**src/rtl/demux_j.sv**
```systemverilog
// rtl/demux_j.sv - 1-to-3 valid/ready demultiplexer, one holding register per destination
// Optional sticky illegal-select reporting enabled by defining DEMUX_J_ERROR_EN
module demux_j #(
    parameter int N = 32
) (
    input  logic         Clock,
    input  logic         Reset,
    input  logic         InValid,
    output logic         InReady,
    input  logic [N-1:0] InData,
    input  logic [1:0]   Select,
    output logic [N-1:0] Output1,
    output logic [N-1:0] Output2,
    output logic [N-1:0] Output3,
    output logic [2:0]   OutValid,
    input  logic [2:0]   OutReady,
    output logic         Error
);

    logic [N-1:0] data_q [3];
    logic [N-1:0] data_d [3];
    logic [2:0]   valid_q;
    logic [2:0]   valid_d;
    logic [3:0]   busy;
    logic         in_xfer;

    // Bit 3 of busy is tied low so the illegal select is always ready.
    assign busy = {1'b0, valid_q & ~OutReady};

    always_comb begin
        InReady = !busy[Select];
        in_xfer = InValid && InReady;
        for (int k = 0; k < 3; k++) begin
            data_d[k]  = data_q[k];
            valid_d[k] = valid_q[k] && !OutReady[k];
            if (in_xfer && (Select == 2'(k))) begin
                valid_d[k] = 1'b1;
                data_d[k]  = InData;
            end
        end
    end

    always_ff @(posedge Clock) begin
        if (Reset) begin
            valid_q <= '0;
            for (int k = 0; k < 3; k++) begin
                data_q[k] <= '0;
            end
        end else begin
            valid_q <= valid_d;
            for (int k = 0; k < 3; k++) begin
                data_q[k] <= data_d[k];
            end
        end
    end

`ifdef DEMUX_J_ERROR_EN
    logic error_q;
    logic error_d;

    always_comb begin
        error_d = error_q || (in_xfer && (Select == 2'd3));
    end

    always_ff @(posedge Clock) begin
        if (Reset) begin
            error_q <= 1'b0;
        end else begin
            error_q <= error_d;
        end
    end

    assign Error = error_q;
`else
    assign Error = 1'b0;
`endif

    assign Output1  = data_q[0];
    assign Output2  = data_q[1];
    assign Output3  = data_q[2];
    assign OutValid = valid_q;

endmodule

```
**config.mk**
```make
export PLATFORM = sky130hd
export DESIGN_NAME = demux_j
export DESIGN_NICKNAME = d
export VERILOG_FILES = /design/src/rtl/demux_j.sv
export SDC_FILE = /design/constraint.sdc
export NUM_CORES = 1
export LEC_CHECK = 0
export BUFFER_PORTS_ARGS = -buffer_cell sky130_fd_sc_hd__buf_4
export CELL_PAD_IN_SITES_DETAIL_PLACEMENT = 0
export CELL_PAD_IN_SITES_GLOBAL_PLACEMENT = 1
export CORE_MARGIN = 2
export CORE_UTILIZATION = 40
export CTS_BUF_LIST = sky130_fd_sc_hd__clkbuf_4 sky130_fd_sc_hd__clkbuf_8 sky130_fd_sc_hd__clkbuf_16
export CTS_CLUSTER_DIAMETER = 100
export DETAILED_ROUTE_END_ITERATION = 16
export PLACE_DENSITY = 0.94
export REMOVE_ABC_BUFFERS = 1
export SLEW_MARGIN = 20
export SYNTH_ARGS = -nofsm -noshare
export SYNTH_HDL_FRONTEND = slang
export SYNTH_SLANG_ARGS = --single-unit
export TNS_END_PERCENT = 1
```
**constraint.sdc**
```tcl
create_clock -name Clock -period 3.1 [get_ports Clock]
set_clock_uncertainty 0.2 [all_clocks]
set_input_delay 0.31 -clock Clock [delete_from_list [all_inputs] [get_ports Clock]]
set_output_delay 0.31 -clock Clock [all_outputs]
set_load 0.03 [all_outputs]
```
======== Word-level counts from Yosys, hierarchy flattened ========
Memory sizes are Yosys's and may differ from the RTL's.
Cells that the tools add are included.
storage, ports and cells
  bits in registers ....................... 3
  RAM bits ................................ 96
  input bits .............................. 40
  output and inout port bits .............. 101
  word-level logic and storage cells ...... 36
  memories kept ........................... 1
cells by class
  $lt $le $gt $ge ......................... 1
  equal/unequal tests ..................... 2
  mux-type cells .......................... 14
  bitwise operators ....................... 5
  reductions and logical operators ........ 12
memory list
  memory  words  bits a word  rd ports  clocked after Yosys merged registers in  wr ports  RTL line  RTL
  data_q  3      32           3         0                                        3         20        logic [N-1:0] data_q [3];
operator list
  kind                  count
  $mux W32              6
  $logic_and A1 B1 Y1   7
  $mux W1               7
  $logic_not A1 Y1      4
  $and A3 B3 Y3         1
  $lt A2 B3 Y1 const B  1
  $not A3 Y3            1
  $or A1 B1 Y1          3
  $bmux W1 S2           1
  $eq A2 B1 Y1 const B  1
  $eq A2 B2 Y1 const B  1
  $logic_not A2 Y1      1

======== Depth between registers and ports, before layout ========
  depth after elaboration ................. 9
  depth in mapped cells ................... 5
  gate-level depth less buffers ........... 3

======== Worst setup path before layout ========
OpenSTA, ideal clock, no wires.
  path kind ............................... flip-flop to output port
  start point ............................. reg valid_q[1] (netlist: OutValid[1])
  end point ............................... out InReady
  arrival ................................. 1.305 ns
  data required time ...................... 2.590 ns
  path slack .............................. 1.285 ns
  stages on the path, launching flop included .. 4
  buffers on the path ..................... 0
  cell sequence ........................... dfxtp_1 > nand2b_1 > mux2i_1 > o21ai_0
on the way
  cells in the longest elaborated chain, start to end .. 4
ends and longest elaborated chain
  element                        RTL line  RTL
  start: declaration             22        logic [2:0] valid_q;
  start signal: assignment       50        valid_q <= valid_d;
  $and A3 B3 Y3                  28        assign busy = {1'b0, valid_q & ~OutReady};
  $bmux W1 S2                    31        InReady = !busy[Select];
  $mux W1 (not written as such)  31
  $logic_not A1 Y1               31
  end: declaration               9         output logic InReady,
No other way between the ends. The select of a mux whose other input is x is not followed.

======== Worst setup path after layout ========
  start point ............................. reg valid_q[2] (netlist: OutValid[2])
  end point ............................... out InReady
Same word-level chain as after synthesis.

==> metrics <==
switch share 26.7%; post-CTS setup buffers 0; fin crit period 1.81 ns; Worst Path Buf+Inv 1; hold path startpoint InData[0]; share of layout cells above drive strength 1 32.6%; DIE WIDTH 104 um; P_sw 657 uW; Clock Tree Root clkbuf_8; min-delay worst type in2reg; CP Max Fanout 3; vias in the first global route 2,980; final worst path period share 58.4%; P per Cell Area 465 nW/um^2; CTS hold repair buffers 0; placed cells 617; row count 36; Final ANT Viol Nets 0; setup TNS 0 ns; Synth cell types 16; port bufs 139; Setup crit start OutValid[2]; RSZ-0062 raised after global routing false; cts bufs inserted 9; worst-path cell chain nand2b_1 -> o21ai_0 -> o21ai_0 -> buf_4; drt wl/cell 14.1 um; first drt pass iteration count 4; Finished Layout Cells 633; Gate power share 14.7%; Fin. Hold Viols 0; CP Capture Type output pin; final setup violation count 0; Reg2Reg Launch Point OutValid[0]; Boundary Pins 141; synthesized area per cell 10.9 um^2; fmax 553 MHz; DR DRC count 0; Initial Util 41.0%; crit-path max cell delay 0.36 ns; CTS Sinks 99; max-slew violations 0; CTS Buffer Depth 2; Pleak 0.00256 uW; synth warn 0; post-cts sizing count 0; largest net degree at the start of global routing 132; Worst EP arrival 1.30 ns; Least-Margin Pin Slew 0.906 ns; Overflow after GRT 0; critical path's most frequent cell o21ai_0; antenna cell count 0; status complete, no violations; final core utilization 54.4%; Power Internal 1800 uW; Worst setup SP type flip-flop; Required @ worst endpoint 2.59 ns; DP HPWL 6210 um; TritonCTS clock tree yes; Clock transition at path regs 0.10 ns; post-synthesis sequential element count 99; mapped cell area 3990 um^2; Die Area 10,800 um^2; gr usage total 16.4%; Flop pwr share 54.6%; core area 9730 um^2; area delta synth->final 32.7%; crit path max-delay cell type dfxtp_1; antenna violations before repair 0; die height 104 um; family with the most delay on the worst path flip-flops; max cap viols 0; Vias 2,927; Clock Latency Late Sink 0.35 ns; H-Tree Depth 3; global-route wire length before repair 14,700 um; Post-Route WL 8930 um; register area share after synthesis 49.6%; VDD IR-drop max 220 uV; Crit Path Class reg2out; final net count 535; Placer Congestion 0.755; Max-slew headroom 39.6%; Iter 0 DRT Violations 86; Syn Inst Count 365; clock power share 30.8%; Vias/cell 4.62
==> worst reg2reg max path, stage by stage, from the launching register on <==
cell     delay [ns]
dfxtp_1        0.33
nor2b_1        0.14
or3_2          0.76
mux2i_1        0.21
==> through the flow <==
stage | power [uW] | hold slack [ns] | cell area [um^2] | worst slack [ns]
after floorplan | 1580 | 0.179 | 3860 | 0.471
after global placement | 1730 | 0.261 | 5110 | 1.10
after detailed placement | 1740 | 0.262 | 5110 | 1.04
after CTS | 2490 | 0.0332 | 5300 | 1.08
after global routing | 2570 | 0.0643 | 5300 | 1.22
final | 2460 | 0.0490 | 5300 | 1.29
==> routing by layer <==
| layer | global-route usage (%) | wire, um |
|---|---|---|
| met3 | 5.58 | 772 |
| met2 | 25.9 | 3880 |
| met1 | 20.9 | 4120 |
| met4 | 5.98 | 157 |
| met5 | 0 | 0 |
==> synth_stat cells, drive strengths merged <==
master | n | area (um^2)
mux2i | 97 | 971
o21ai | 2 | 10.0
a21oi | 3 | 15.0
nand2b | 132 | 833
and4b | 1 | 10.0
nor3 | 1 | 10.0
nor2b | 1 | 6.26
clkbuf | 14 | 52.6
nand4b | 2 | 17.5
or3 | 1 | 6.26
conb | 1 | 3.75
buf | 11 | 75.1
dfxtp | 99 | 1980
==> cells by family after synthesis <==
family | count (synthesis) | share of synthesized area [%]
AO/OA/AOI/OAI | 5 | 0.627
multiplexers | 97 | 24.3
buffers and inverters | 25 | 3.20
other | 1 | 0.0939
AND/OR/NAND/NOR | 138 | 22.1
flip-flops | 99 | 49.6
==> area by class of cell <==
class,count,area (um^2)
fillers,901,4430
flip-flops and latches,99,1980
multi-input cells,241,1880
repair buffers,144,1080
well taps,133,166
clock buffers,11,145
clock inverters,5,37.5
==> sequential cells by signal, summed over array words and instances, names as in the netlist <==
signal and cells:
OutValid 3, data_q 96
==> cell usage in the layout, fill, tap and decap left out <==
cell	n
clkinvlp_4	2
or3_2	1
nand4b_1	2
mux2i_1	97
o21ai_0	2
clkinv_2	1
conb_1	1
and4b_1	1
nor3_2	1
a21oi_1	3
buf_4	144
inv_6	1
clkinv_4	1
nand2b_1	131
nand2b_4	1
clkbuf_8	10
dfxtp_1	99
clkbuf_4	1
nor2b_1	1
==> worst paths after layout <==
check / end / slack, ns / cells past startpoint
setup / recovery: InReady / 1.29 / 4
hold / removal: data_q[0][32] / 0.05 / 3
setup reg to reg: data_q[0][16] / 1.31 / 3
hold reg to reg: data_q[0][53] / 0.28 / 2
==> power groups by stage <==
stage | combinational (uW) | sequential (uW) | clock (uW)
finish | 361 | 1340 | 757
global route | 386 | 1350 | 832
CTS | 365 | 1340 | 786
detailed placement | 364 | 1370 | 0
global placement | 358 | 1370 | 0
floorplan | 122 | 1460 | 0
Power figures use the tool's default switching activity.
